File: src/rtl/parking_gate_pkg.sv
// Shared types and default timing constants for the parking gate controller.
package parking_gate_pkg;

    typedef enum logic [2:0] {
        GS_IDLE    = 3'd0,
        GS_CHECK   = 3'd1,
        GS_OPEN    = 3'd2,
        GS_HOLD    = 3'd3,
        GS_RELEASE = 3'd4
    } gate_state_e;

    localparam int unsigned DEF_OPEN_HOLD    = 32'd4;
    localparam int unsigned DEF_PASS_TIMEOUT = 32'd16;
    localparam int unsigned DEF_TMR_W        = 32'd5;

    function automatic logic state_drives_open(input gate_state_e s);
        return (s == GS_OPEN) || (s == GS_HOLD);
    endfunction

endpackage

File: src/rtl/parking_gate_fsm.sv
// One barrier sequencer: optional vacancy check, pass window with timeout,
// post-pass hold, and release that waits for the loop sensor to clear.
module parking_gate_fsm
    import parking_gate_pkg::*;
#(
    parameter int unsigned OPEN_HOLD    = DEF_OPEN_HOLD,
    parameter int unsigned PASS_TIMEOUT = DEF_PASS_TIMEOUT,
    parameter int unsigned TMR_W        = DEF_TMR_W,
    parameter bit          CHECK_EN     = 1'b1
) (
    input  logic clk,
    input  logic rst_n,
    input  logic req,
    input  logic req_is_uni,
    input  logic pass,
    input  logic uni_vacant,
    input  logic gen_vacant,
    output logic gate_open,
    output logic is_uni,
    output logic event_req,
    output logic denied,
    output logic timeout
);

    localparam logic [TMR_W-1:0] TMO_LAST  = TMR_W'(PASS_TIMEOUT - 32'd1);
    localparam logic [TMR_W-1:0] HOLD_LAST = TMR_W'(OPEN_HOLD - 32'd1);

    gate_state_e      state_r, state_s;
    logic [TMR_W-1:0] timer_r, timer_s;
    logic             uni_r, uni_s;
    logic             gate_open_r, denied_r, timeout_r;
    logic             denied_s, timeout_s, event_s;

    function automatic logic [TMR_W-1:0] tmr_inc(input logic [TMR_W-1:0] t);
        return (t == {TMR_W{1'b1}}) ? t : t + TMR_W'(1'b1);
    endfunction

    // Next-state, timer and pulse decode.
    always_comb begin
        state_s   = state_r;
        timer_s   = timer_r;
        uni_s     = uni_r;
        denied_s  = 1'b0;
        timeout_s = 1'b0;
        event_s   = 1'b0;
        case (state_r)
            GS_IDLE: begin
                if (req) begin
                    uni_s   = req_is_uni;
                    timer_s = '0;
                    state_s = CHECK_EN ? GS_CHECK : GS_OPEN;
                end else begin
                    state_s = GS_IDLE;
                end
            end
            GS_CHECK: begin
                if ((uni_r && uni_vacant) || (!uni_r && gen_vacant)) begin
                    timer_s = '0;
                    state_s = GS_OPEN;
                end else begin
                    denied_s = 1'b1;
                    state_s  = GS_RELEASE;
                end
            end
            GS_OPEN: begin
                if (pass) begin
                    event_s = 1'b1;
                    timer_s = '0;
                    state_s = GS_HOLD;
                end else if (timer_r >= TMO_LAST) begin
                    timeout_s = 1'b1;
                    state_s   = GS_RELEASE;
                end else begin
                    timer_s = tmr_inc(timer_r);
                end
            end
            GS_HOLD: begin
                // Late pass pulses are deliberately ignored: a tailgater is not counted.
                if (timer_r >= HOLD_LAST) begin
                    state_s = GS_RELEASE;
                end else begin
                    timer_s = tmr_inc(timer_r);
                end
            end
            GS_RELEASE: begin
                if (!req) begin
                    state_s = GS_IDLE;
                end else begin
                    state_s = GS_RELEASE;
                end
            end
            default: begin
                state_s = GS_IDLE;
                timer_s = '0;
            end
        endcase
    end

    // State, timer and registered barrier/pulse outputs.
    always_ff @(posedge clk or negedge rst_n) begin
        if (!rst_n) begin
            state_r     <= GS_IDLE;
            timer_r     <= '0;
            uni_r       <= 1'b0;
            gate_open_r <= 1'b0;
            denied_r    <= 1'b0;
            timeout_r   <= 1'b0;
        end else begin
            state_r     <= state_s;
            timer_r     <= timer_s;
            uni_r       <= uni_s;
            gate_open_r <= state_drives_open(state_s);
            denied_r    <= denied_s;
            timeout_r   <= timeout_s;
        end
    end

    assign gate_open = gate_open_r;
    assign is_uni    = uni_r;
    assign event_req = event_s;
    assign denied    = denied_r;
    assign timeout   = timeout_r;

endmodule

File: src/rtl/parking_gate_ctrl.sv
// Parking gate controller top: two barrier sequencers plus the event arbiter
// that serialises entry/exit events towards the occupancy module.
module parking_gate_ctrl
    import parking_gate_pkg::*;
#(
    parameter int unsigned OPEN_HOLD    = DEF_OPEN_HOLD,
    parameter int unsigned PASS_TIMEOUT = DEF_PASS_TIMEOUT,
    parameter int unsigned TMR_W        = DEF_TMR_W
) (
    input  logic       clk,
    input  logic       rst_n,
    input  logic       entry_req,
    input  logic       entry_is_uni,
    input  logic       entry_pass,
    input  logic       exit_req,
    input  logic       exit_is_uni,
    input  logic       exit_pass,
    input  logic       uni_is_vacated_space,
    input  logic       is_vacated_space,
    output logic       car_entered,
    output logic       is_uni_car_entered,
    output logic       car_exited,
    output logic       is_uni_car_exited,
    output logic       entry_gate_open,
    output logic       exit_gate_open,
    output logic       entry_denied,
    output logic [1:0] gate_timeout
);

    logic entry_ev_s, entry_uni_s, entry_to_s;
    logic exit_ev_s, exit_uni_s, exit_to_s, exit_denied_unused_s;

    parking_gate_fsm #(
        .OPEN_HOLD(OPEN_HOLD), .PASS_TIMEOUT(PASS_TIMEOUT), .TMR_W(TMR_W), .CHECK_EN(1'b1)
    ) u_entry (
        .clk(clk), .rst_n(rst_n),
        .req(entry_req), .req_is_uni(entry_is_uni), .pass(entry_pass),
        .uni_vacant(uni_is_vacated_space), .gen_vacant(is_vacated_space),
        .gate_open(entry_gate_open), .is_uni(entry_uni_s), .event_req(entry_ev_s),
        .denied(entry_denied), .timeout(entry_to_s)
    );

    parking_gate_fsm #(
        .OPEN_HOLD(OPEN_HOLD), .PASS_TIMEOUT(PASS_TIMEOUT), .TMR_W(TMR_W), .CHECK_EN(1'b0)
    ) u_exit (
        .clk(clk), .rst_n(rst_n),
        .req(exit_req), .req_is_uni(exit_is_uni), .pass(exit_pass),
        .uni_vacant(1'b0), .gen_vacant(1'b1),
        .gate_open(exit_gate_open), .is_uni(exit_uni_s), .event_req(exit_ev_s),
        .denied(exit_denied_unused_s), .timeout(exit_to_s)
    );

    logic car_entered_r, uni_entered_r, car_exited_r, uni_exited_r;
    logic pend_r, pend_uni_r;
    logic ent_fire_s, ent_cat_s, ex_cat_s, pend_s, pend_uni_s;

    // Arbiter: exit wins a shared cycle, the entry waits one cycle in the pending slot.
    always_comb begin
        ent_fire_s = 1'b0;
        ent_cat_s  = uni_entered_r;
        pend_s     = pend_r;
        pend_uni_s = pend_uni_r;
        ex_cat_s   = exit_ev_s ? exit_uni_s : uni_exited_r;
        if (exit_ev_s) begin
            if (entry_ev_s) begin
                pend_s     = 1'b1;
                pend_uni_s = entry_uni_s;
            end else begin
                pend_s = pend_r;
            end
        end else if (pend_r) begin
            ent_fire_s = 1'b1;
            ent_cat_s  = pend_uni_r;
            if (entry_ev_s) begin
                pend_uni_s = entry_uni_s;
            end else begin
                pend_s = 1'b0;
            end
        end else if (entry_ev_s) begin
            ent_fire_s = 1'b1;
            ent_cat_s  = entry_uni_s;
        end else begin
            ent_fire_s = 1'b0;
        end
    end

    // Registered event outputs and pending-entry slot.
    always_ff @(posedge clk or negedge rst_n) begin
        if (!rst_n) begin
            car_entered_r <= 1'b0;
            uni_entered_r <= 1'b0;
            car_exited_r  <= 1'b0;
            uni_exited_r  <= 1'b0;
            pend_r        <= 1'b0;
            pend_uni_r    <= 1'b0;
        end else begin
            car_entered_r <= ent_fire_s;
            uni_entered_r <= ent_cat_s;
            car_exited_r  <= exit_ev_s;
            uni_exited_r  <= ex_cat_s;
            pend_r        <= pend_s;
            pend_uni_r    <= pend_uni_s;
        end
    end

    assign car_entered        = car_entered_r;
    assign is_uni_car_entered = uni_entered_r;
    assign car_exited         = car_exited_r;
    assign is_uni_car_exited  = uni_exited_r;
    assign gate_timeout       = {exit_to_s, entry_to_s};

endmodule

File: config.mk
export PLATFORM = sky130hd
export DESIGN_NAME = parking_gate_ctrl
export DESIGN_NICKNAME = d
export VERILOG_FILES = /design/src/rtl/parking_gate_pkg.sv /design/src/rtl/parking_gate_fsm.sv /design/src/rtl/parking_gate_ctrl.sv
export SDC_FILE = /design/constraint.sdc
export NUM_CORES = 1
export LEC_CHECK = 0
export CORE_MARGIN = 4
export CORE_UTILIZATION = 55
export DETAILED_ROUTE_END_ITERATION = 8
export GPL_TIMING_DRIVEN = 0
export PLACE_DENSITY = 0.8
export REMOVE_ABC_BUFFERS = 1
export SYNTH_ARGS = -nofsm -noshare
export SYNTH_HDL_FRONTEND = slang
export SYNTH_SLANG_ARGS = --single-unit
File: constraint.sdc
create_clock -name clk -period 2.1 [get_ports clk]
set_input_delay 0.315 -clock clk [delete_from_list [all_inputs] [get_ports clk]]
set_output_delay 0.315 -clock clk [all_outputs]
set_load 0.02 [all_outputs]
# Word level (Yosys, flattened, before mapping)
# Index checks and enable logic that the tools add are counted.
# classes
reduce_logical	15
bitwise_logic	3
addsub	2
mux	51
n_eq_ne	23
magnitude_cmp	4
# op_table
op	count
$mux W5	12
$pmux W5 S5	2
$mux W3	10
$pmux W3 S5	2
$eq A3 B2 Y1 const B	8
$mux W1	24
$ne A2 B2 Y1 const B	6
$add A5 B1 Y5 const B	2
$eq A5 B5 Y1 const B	2
$ge A5 B2 Y1 const B	2
$ge A5 B4 Y1 const B	2
$reduce_and A5 Y1	2
$eq A3 B1 Y1 const B	2
$eq A3 B3 Y1 const B	2
$logic_not A3 Y1	2
$ne A3 B3 Y1 const B	2
$reduce_and A2 Y1	3
$reduce_bool A2 Y1	2
$logic_or A1 B1 Y1	3
$not A1 Y1	3
$logic_and A1 B1 Y1	2
$mux W2	1
$ne A2 B1 Y1 const B	1
$logic_not A1 Y1	1
# word_totals
inputBits	10
elab_cells	115
regBits	29
output_inout_bits	9

# Depth between registers and ports, before layout
# Gate-level depths: netlist (run 1).
# depth
depth_word	7
mapped_depth	5
depth_no_buf	5

# Modules after synthesis
# From an unflattened synthesis (run 1), not the netlist that was laid out.
# hier_totals
hier_cells	161
area_unflattened_um2	1612.8
# modules_own_cells
mod	seq_area_each_um2	instances	cells_each	area_each_um2
parking_gate_fsm (u_entry)	300.3	1	73	703.2
parking_gate_fsm (u_exit)	300.3	1	66	658.1
parking_gate_ctrl	150.1	1	22	251.5

# Worst setup path after synthesis (run 1)
# No wires, ideal clock.
# synth_timing
path_type	register to register
start	reg u_exit.timer_r[0]
end	reg u_exit.timer_r[3]
path_slack_ns	0.480
setup_ns	0.139
synth_period_minus_slack_ns	1.620
required_time_ns	1.961
stages_incl_launch_ff	6
t_arrival_ns	1.480
path_buffers	0
cell_sequence	dfrtp_1 ha_1 a21oi_1 a22oi_1 o21ai_1 a32oi_1
# synth_between
elab_chain_len	5
elab_cells_between_ends	12
cone_classes	add/sub (1); order compare (2); eq/ne (3); mux (5); reduce/logical (1)
# synth_lines
element	line_no	rtl
start, declared	parking_gate_fsm.sv:29	logic [TMR_W-1:0] timer_r, timer_s;
start signal, assigned	parking_gate_fsm.sv:110	timer_r <= timer_s;
$add A5 B1 Y5 or $eq A5 B5 Y1 (tied branches)	parking_gate_fsm.sv:35	return (t == {TMR_W{1'b1}}) ? t : t + TMR_W'(1'b1);
$mux W5	parking_gate_fsm.sv:35	
$mux W5	parking_gate_fsm.sv:70	end else if (timer_r >= TMO_LAST) begin
$mux W5	parking_gate_fsm.sv:66	if (pass) begin
$pmux W5 S5	parking_gate_fsm.sv:46	case (state_r)
# Several ways; a longest one is shown, not always the timed one. The select of a mux whose other input is x is not followed.
# A chain may end at the register's enable or synchronous reset.

# Worst setup path after layout (run 1)
# Same ends and word-level chain as after synthesis.

==> results.json, run 1 <==
{
  "path_clk_slew_ns": 0.09,
  "timing.final.hold_violations": 4,
  "synth-xor-area-share": 0,
  "drt_iter0_drc": 89,
  "ys_types": 50,
  "path_max_fanout": 7,
  "cts_tree": "yes",
  "place_congestion": 0.9108,
  "synthArstFlopShare": 1.000,
  "grt_pass1_vias": 1197,
  "wire_per_inst_microns": 14.75,
  "status": "complete, but fails checks",
  "critPathTopFamily": "compound AO/OA/AOI/OAI gates",
  "grt_max_degree": 30,
  "leakagePower_nw": 0.7675,
  "slew_headroom": 0.5761,
  "p_total_mw": 2.317,
  "rrSetupSlack_ns": 0.25,
  "synth_top_family_by_area": "compound AO/OA/AOI/OAI gates",
  "track_usage": 0.1955,
  "grt_pass1_wl_microns": 5492,
  "io_buffers": 18,
  "combPwrFrac": 0.446,
  "fin_ws_ns": 0.2460,
  "cts_root_buffer": "clkbuf_4",
  "syn2layout_area_growth_pct": 13.89,
  "powerDensity_nw_per_um2": 1290,
  "num_io_pins": 19,
  "start_util": 0.5717,
  "syn_area_sq_um": 1577,
  "finalSetupViolations": 0,
  "synthMuxAreaShare": 0.03413,
  "path_cells": "ha_1, a21oi_2, nor3_1, o21ai_1, a32oi_1",
  "startpoint": "u_exit.timer_r[0]",
  "period_minus_slack_ns": 1.854,
  "postSynthCellCount": 158,
  "synth_edf_count": 0,
  "synth_compound_area_frac": 0.2167,
  "design.die.area_sq_um": 3787,
  "die_w_microns": 61.54,
  "clk_path_buf_depth": 2,
  "path_buf_inv": 0,
  "synth_simple_gate_area_frac": 0.2135,
  "reg2reg_depth": 5,
  "syn_avg_cell_area_sq_um": 9.978,
  "rsz0062_at_grt": "false",
  "antenna_found_initial": 0,
  "clock_sinks": 29,
  "yosys_register_bits": 29,
  "synth_warnings": 0,
  "final_max_slew_viol_count": 0,
  "viasPerCell": 6.158,
  "min_path_type": "primary input to asynchronous set/reset pin",
  "fin_skew_ns": 0.009568,
  "drcViolationCount": 0,
  "htreeDepth": 2,
  "setup_tns_ns": 0,
  "antenna_cells": 0,
  "p_clk_frac": 0.135,
  "rows": 19,
  "ant_nets": 0,
  "postCtsHoldBufs": 0,
  "seqPwrFrac": 0.419,
  "worstSetupPathType": "register to register",
  "startpoint_type": "register",
  "drt_pass1_iterations": 4,
  "yosys.area_share.adder": 0.02222,
  "grt-ovfl-total": 0,
  "cts_resized": 0,
  "switching_share": 0.4151,
  "crit_slowest_cell": "nor3_1",
  "crit_path_max_incr_delay_ns": 0.48,
  "nets": 189,
  "tightest_slew_ns": 0.6358,
  "post-cts-setup-buffer-count": 0,
  "place_hpwl_microns": 2265,
  "utilization": 0.6511,
  "cp.arrival_ns": 2.09,
  "r2r-end": "u_exit.timer_r[3]",
  "chipHeight_microns": 61.54,
  "fin_crit_sh": 0.8828,
  "drive_gt1_frac": 0.1292,
  "routed_wl_microns": 3083,
  "synth_ff_type": "dfrtp_1",
  "cts-buffers-inserted": 5,
  "intPower_mw": 1.355,
  "place_ws_ns": 0.2050,
  "maxCapViolCount": 0,
  "failed_checks": "negative hold slack",
  "cp-end-kind": "register",
  "vias": 1287,
  "reg2reg_from": "u_exit.timer_r[0]",
  "core_sq_um": 2758,
  "ys_seq_area_frac": 0.4603,
  "clk_latency_ns": 0.32,
  "timing.hold.ws_ns": -0.004017,
  "switchingPower_mw": 0.9619,
  "vdd_drop_max_uv": 1023,
  "clock.fmax_mhz": 539.4,
  "crit_required_ns": 2.34
}
-- layout make-up --
class | instances | area, sq um
clock buffers | 6 | 41.29
well taps | 31 | 38.79
repair buffers | 18 | 175.2
flip-flops and latches | 29 | 725.7
multi-input cells | 114 | 770.7
inverters | 9 | 33.78
fillers | 223 | 962.2
clock inverters | 2 | 10.01
-- state kept, by name, indices dropped and copies added (netlist names) --
| name | flops |
|---|---|
| u_exit.timeout | 1 |
| u_entry.gate_open | 1 |
| car_exited | 1 |
| u_exit.gate_open | 1 |
| u_exit.is_uni | 1 |
| u_entry.is_uni | 1 |
| u_entry.timeout | 1 |
| car_entered | 1 |
| is_uni_car_exited | 1 |
| is_uni_car_entered | 1 |
| pend_uni_r | 1 |
| u_entry.timer_r | 5 |
| u_entry.denied | 1 |
| u_exit.timer_r | 5 |
| u_entry.state_r | 3 |
| pend_r | 1 |
| u_exit.state_r | 3 |
-- through the flow --
stage | std cells | area, sq um
after floorplan | 152 | 1526
after global placement | 201 | 1745
after detailed placement | 201 | 1745
after CTS | 209 | 1797
after global routing | 209 | 1795
final | 209 | 1795
-- cell usage after synthesis, types with 2 or more instances --
| library cell | n | area, sq um |
|---|---|---|
| ha_1 | 2 | 25.02 |
| mux2i_1 | 2 | 20.02 |
| a32oi_1 | 3 | 26.28 |
| inv_1 | 8 | 30.03 |
| dfrtp_1 | 29 | 725.7 |
| nand4_1 | 4 | 25.02 |
| a211o_1 | 2 | 17.52 |
| and3_1 | 3 | 18.77 |
| a21oi_1 | 9 | 45.04 |
| and2b_1 | 2 | 15.01 |
| buf_6 | 2 | 22.52 |
| a31oi_1 | 8 | 50.05 |
| mux2_2 | 3 | 33.78 |
| nor3b_1 | 2 | 15.01 |
| nor2_1 | 9 | 33.78 |
| nand2_1 | 10 | 37.54 |
| or2_2 | 2 | 12.51 |
| a21o_1 | 2 | 15.01 |
| nand2b_1 | 5 | 31.28 |
| nor3_1 | 2 | 10.01 |
| o211ai_1 | 6 | 45.04 |
| o21ai_0 | 4 | 20.02 |
| nand3_1 | 8 | 40.04 |
| buf_4 | 3 | 22.52 |
| a211oi_1 | 3 | 22.52 |
-- cell families after synthesis --
logic type | Yosys count
AO/OA/AOI/OAI | 49
multiplexers | 5
AND/OR/NAND/NOR | 57
adder cells (fa/ha/maj) | 3
buffers and inverters | 15
flip-flops | 29
-- cell usage in the layout, fill, tap and decap left out, types with 2 or more instances in the layout --
cell / count
o21ai_0: 4
a21oi_1: 8
inv_1: 8
and2b_1: 2
nand3_1: 8
and3_1: 3
a211oi_1: 3
o211ai_1: 6
a211o_1: 2
nor2_1: 9
a32oi_1: 3
a31oi_1: 8
clkdlybuf4s50_1: 17
clkbuf_4: 5
nand2_1: 10
mux2_2: 3
nand2b_1: 5
nand4_1: 4
nor3b_1: 2
ha_1: 2
clkinv_2: 2
a21o_1: 2
or2_2: 2
mux2i_1: 2
dfrtp_1: 29
nor3_1: 2
-- per-layer routing --
metal / track usage / routed length [microns] / up-vias
met5: 0 / 0 / -
met4: 0.05455 / 40 / 0
met3: 0.06289 / 171 / 4
met2: 0.2855 / 1406 / 29
met1: 0.2781 / 1466 / 615
li1: - / - / 639
-- worst max path at each step --
stage / endpoint / slack, ns / cells past startpoint
finish: u_exit.timer_r[3] / 0.25 / 5
global placement: u_exit.timer_r[3] / 0.23 / 5
CTS: u_exit.timer_r[3] / 0.17 / 5
detailed placement: u_exit.timer_r[3] / 0.20 / 5
floorplan: u_exit.timer_r[3] / 0.48 / 5
global route: u_exit.timer_r[3] / 0.13 / 5
-- power by group through the flow --
stage / logic, mW / clock network (mW) / registers (mW)
6_report: 1.03 / 0.314 / 0.970
5_1_grt: 1.19 / 0.361 / 1.01
4_1_cts: 1.04 / 0.330 / 0.962
3_5_place_dp: 1.03 / 0 / 0.975
3_3_place_gp: 1.00 / 0 / 0.965
2_1_floorplan: 0.683 / 0 / 0.999
Power figures use the tool's default switching activity.
==> inputs of run 2 (changes only) <==
- CORE_UTILIZATION: 55 -> 57
- CTS_BUF_LIST: default -> sky130_fd_sc_hd__clkbuf_2
- PLACE_DENSITY: 0.8 -> 0.82
==> run 2 against run 1 <==
The flow now finishes without violations. Sequential share of layout area grew 0.11 points. Sequential power is essentially flat. Power shrank 0.80%. First-iteration DRC count shrank 29%. Clock-buffer cell count shrank 1. Die area shrank 3.1%. Critical path depth is the same. Non-clock buffer count grew 1. Largest power group unchanged. Highest routed layer unchanged.
==> results.json, run 2 (same netlist as run 1, synthesis figures left out) <==
{
  "syn2layout_area_growth_pct": 13.57,
  "rows": 18,
  "track_usage": 0.2072,
  "final_cell_mix": "dfrtp_1 (29), clkdlybuf4s50_1 (17), nand2_1 (10)",
  "design.die.area_sq_um": 3671,
  "drive_gt1_frac": 0.1229,
  "final_common_cell": "dfrtp_1",
  "powerDensity_nw_per_um2": 1284,
  "clk_latency_ns": 0.36,
  "reg_top3": "u_entry.timer_r x5, u_exit.timer_r x5",
  "slew_headroom": 0.5748,
  "drt_pass1_iterations": 4,
  "cp.arrival_ns": 2.10,
  "vias": 1319,
  "cts_root_buffer": "clkbuf_2",
  "finalSetupViolations": 0,
  "period_minus_slack_ns": 1.811,
  "startpoint_type": "register",
  "crit_path_max_incr_delay_ns": 0.49,
  "rsz0062_at_grt": "false",
  "drcViolationCount": 0,
  "nets": 190,
  "core_sq_um": 2567,
  "routed_wl_microns": 3323,
  "path_max_fanout": 7,
  "path_cells": "ha_1, a21oi_2, nor3_1, o21ai_1, a32oi_1",
  "status": "finished, final reports clean",
  "die_w_microns": 60.59,
  "wire_per_inst_microns": 15.90,
  "crit_required_ns": 2.39,
  "grt_max_degree": 30,
  "io_buffers": 18,
  "maxCapViolCount": 0,
  "antenna_cells": 0,
  "clk_path_buf_depth": 2,
  "fin_skew_ns": 0.007848,
  "utilization": 0.6974,
  "cp-end-kind": "register",
  "num_io_pins": 19,
  "cts-buffers-inserted": 5,
  "grt_pass1_wl_microns": 5499,
  "grt-ovfl-total": 0,
  "place_hpwl_microns": 2441,
  "final_max_slew_viol_count": 0,
  "path_clk_slew_ns": 0.14,
  "min_path_type": "register to register",
  "fin_crit_sh": 0.8624,
  "htreeDepth": 2,
  "start_util": 0.6140,
  "place_congestion": 0.9125,
  "tightest_slew_ns": 0.6379,
  "clock.fmax_mhz": 552.2,
  "crit_slowest_cell": "dfrtp_1",
  "chipHeight_microns": 60.59,
  "clock_sinks": 29,
  "setup_tns_ns": 0,
  "viasPerCell": 6.311,
  "grt_pass1_vias": 1252,
  "antenna_found_initial": 0,
  "drt_iter0_drc": 63,
  "cts_tree": "yes",
  "vdd_drop_max_uv": 879.4,
  "leakagePower_nw": 0.7675,
  "ant_nets": 0,
  "worstSetupPathType": "register to register",
  "timing.final.hold_violations": 0
}
run 2: cell types whose count changed in the layout (fill, tap and decap cells not counted):
| cell | delta |
|---|---|
| clkbuf_4 | -5 |
| clkinv_1 | +2 |
| clkbuf_2 | +5 |
| clkinv_2 | -1 |
| dlygate4sd3_1 | +1 |
| clkbuf_1 | -1 |
run 2: area by class of cell:
cell class / count / area [sq um]
Multi-Input combinational cell: 114 / 770.7
Fill cell: 192 / 777.0
Clock buffer: 5 / 25.02
Timing Repair Buffer: 19 / 185.2
Inverter: 9 / 33.78
Sequential cell: 29 / 725.7
Tap cell: 30 / 37.54
Clock inverter: 3 / 12.51
run 2: metal layers:
metal / GRT usage / routed length [microns]
met5: 0 / 0
met4: 0.1022 / 85
met3: 0.07447 / 164
met2: 0.3298 / 1627
met1: 0.2486 / 1446
run 2: repair_timing:
item | in CTS | in global routing
setup endpoints to repair | 0 | 1
resized for setup | 0 | 1
endpoints found under the hold margin | 0 | 29
setup buffers | 0 | 0
hold buffers | 0 | 1
run 2: where the power goes:
group	internal (mW)	switching, mW	leakage (nW)	total, mW
logic	0.490	0.567	0.363	1.06
clock network	0.0726	0.195	0.0278	0.267
registers	0.740	0.233	0.377	0.973
run 2: worst max-delay path: cells and delay by family (launching register included):
family          cells  cell delay [ns]
compound gates      3             0.53
flops               1             0.49
simple gates        1             0.40
fa+ha+maj           1             0.30
run 2: final timing paths:
check | start | endpoint | slack [ns] | cells past startpoint
worst min-delay path | is_uni_car_exited | is_uni_car_exited | 0.49 | 2
max in group asynchronous | rst_n | u_exit.state_r[1] | 1.19 | 2
min in group asynchronous | rst_n | u_entry.gate_open | 0.50 | 2
worst min register to register | is_uni_car_exited | is_uni_car_exited | 0.49 | 2
worst max-delay path | u_exit.timer_r[0] | u_exit.timer_r[3] | 0.29 | 5
worst max register to register | u_exit.timer_r[0] | u_exit.timer_r[3] | 0.29 | 5
run 2: stage by stage:
stage,instances,power [mW],worst slack [ns],cell area [sq um],hold WS [ns]
final,209,2.298,0.2889,1790,0.4929
after detailed placement,200,2.031,0.2121,1744,0.4622
after global routing,209,2.484,0.09926,1790,0.5264
after CTS,208,2.299,0.1740,1782,0.4958
after global placement,200,1.954,0.2655,1744,0.4585
after floorplan,152,1.682,0.4803,1526,0.01941
==> inputs of run 3 (changes only) <==
- CAP_MARGIN: default -> 20
==> run 3 against run 2 <==
Maximum frequency decreased by 0.64%. Sequential share of layout area decreased by 0.23 points. Critical path depth stayed put. Flip-flop and latch count stayed put. Hold slack worse by 0.13 ns. Die area is the same. Clock power is 4% lower. Clock skew up 0.0040 ns. Global-route usage grew 0.11 points. Non-clock buffer count is the same. Critical endpoint unchanged. Highest routed layer unchanged.
==> results.json, run 3 (same netlist as run 1, synthesis figures left out) <==
{
  "status": "finished, final reports clean",
  "postCtsHoldBufs": 0,
  "fin_crit_sh": 0.8680,
  "cts_resized": 0,
  "reg2reg_depth": 5,
  "leakagePower_nw": 0.7707,
  "path_cells": "ha_1, a21oi_2, a22oi_1, o21ai_1, a32oi_1",
  "viasPerCell": 6.234,
  "worstSetupPathType": "register to register",
  "chipHeight_microns": 60.59,
  "htreeDepth": 2,
  "final_cell_mix": "dfrtp_1 (29), clkdlybuf4s50_1 (18), nand2_1 (10)",
  "rows": 18,
  "core_sq_um": 2567,
  "cp-end-kind": "register",
  "path_buf_inv": 0,
  "antenna_cells": 0,
  "startpoint_type": "register",
  "maxCapViolCount": 0,
  "finalSetupViolations": 0,
  "crit_slowest_cell": "dfrtp_1",
  "critPathTopFamily": "compound AO/OA/AOI/OAI gates",
  "grt_max_degree": 16,
  "clk_path_buf_depth": 2,
  "utilization": 0.7013,
  "path_max_fanout": 7,
  "setup_tns_ns": 0,
  "r2r-end": "u_exit.timer_r[3]",
  "drcViolationCount": 0,
  "tightest_slew_ns": 0.6873,
  "crit_required_ns": 2.31,
  "post-cts-setup-buffer-count": 0,
  "grt-ovfl-total": 0,
  "die_w_microns": 60.59,
  "drt_pass1_iterations": 4,
  "grt_pass1_wl_microns": 5623,
  "routed_wl_microns": 3364,
  "cp.arrival_ns": 2.03,
  "wire_per_inst_microns": 16.10,
  "grt_pass1_vias": 1266,
  "clk_latency_ns": 0.35,
  "final_area_sq_um": 1800,
  "num_io_pins": 19,
  "crit_path_max_incr_delay_ns": 0.48,
  "design.die.area_sq_um": 3671,
  "clock_sinks": 29,
  "place_hpwl_microns": 2589,
  "rsz0062_at_grt": "false",
  "vdd_drop_max_uv": 786.3,
  "ant_nets": 0,
  "final_common_cell": "dfrtp_1",
  "powerDensity_nw_per_um2": 1277,
  "path_clk_slew_ns": 0.15,
  "slew_headroom": 0.5404,
  "cp.depth": 5,
  "syn2layout_area_growth_pct": 14.21,
  "drive_gt1_frac": 0.1229,
  "place_congestion": 0.9125,
  "dpl_cell_area_sq_um": 1759,
  "start_util": 0.6140,
  "reg2reg_from": "u_exit.timer_r[0]",
  "final_max_slew_viol_count": 0,
  "cts-buffers-inserted": 5,
  "fin_skew_ns": 0.01188,
  "vias": 1303,
  "cts_tree": "yes",
  "clock.fmax_mhz": 548.6,
  "drt_iter0_drc": 89,
  "antenna_found_initial": 0,
  "period_minus_slack_ns": 1.823,
  "rrSetupSlack_ns": 0.28,
  "min_path_type": "primary input to asynchronous set/reset pin",
  "reg_top3": "u_entry.timer_r x5, u_exit.timer_r x5",
  "cts_root_buffer": "clkbuf_2",
  "nets": 190,
  "timing.final.hold_violations": 0,
  "io_buffers": 18,
  "track_usage": 0.2082
}
[run 3: changes by cell type in the layout (fill, tap and decap cells not counted)]
cell,previous run,this run
buf_2,1,0
dlygate4sd3_1,1,0
buf_8,0,1
clkdlybuf4s50_1,17,18
[run 3: where the power goes]
| part | leakage, nW | internal, mW | switching [mW] |
|---|---|---|---|
| Sequential | 0.377 | 0.741 | 0.233 |
| Clock | 0.0278 | 0.0727 | 0.184 |
| Combinational | 0.366 | 0.493 | 0.576 |
| Total | 0.771 | 1.31 | 0.993 |
[run 3: how the worst max path moves through the flow]
| stage | endpoint | slack (ns) | start |
|---|---|---|---|
| 3_5_place_dp | u_exit.timer_r[3] | 0.22 | u_exit.timer_r[0] |
| 6_report | u_exit.timer_r[3] | 0.28 | u_exit.timer_r[0] |
| 4_1_cts | u_exit.timer_r[3] | 0.17 | u_exit.timer_r[0] |
| 3_3_place_gp | u_exit.timer_r[3] | 0.27 | u_exit.timer_r[0] |
| 5_1_grt | u_exit.timer_r[3] | 0.13 | u_exit.timer_r[0] |
| 2_1_floorplan | u_exit.timer_r[3] | 0.48 | u_exit.timer_r[0] |
[run 3: per-stage QoR]
stage          worst slack, ns  cells  power, mW  hold WS [ns]
6_report                0.2772    209      2.299        0.3615
5_1_grt                 0.1291    209      2.487        0.3884
4_1_cts                 0.1745    209      2.304        0.3598
3_5_place_dp            0.2162    201      2.042        0.5016
3_3_place_gp            0.2655    200      1.954        0.4585
2_1_floorplan           0.4803    152      1.682       0.01941
[run 3: final cells by class]
| type | count | area, sq um |
|---|---|---|
| fillers | 207 | 767.0 |
| clock buffers | 5 | 25.02 |
| repair buffers | 19 | 195.2 |
| well taps | 30 | 37.54 |
| inverters | 9 | 33.78 |
| flip-flops and latches | 29 | 725.7 |
| multi-input cells | 114 | 770.7 |
| clock inverters | 3 | 12.51 |
[run 3: per-layer routing]
metal,track usage,part of all wire,vias to the layer above
met5,0,0,-
met4,0.08669,0.0071,0
met3,0.05957,0.058,4
met2,0.3481,0.51,38
met1,0.2517,0.42,621
li1,-,-,640
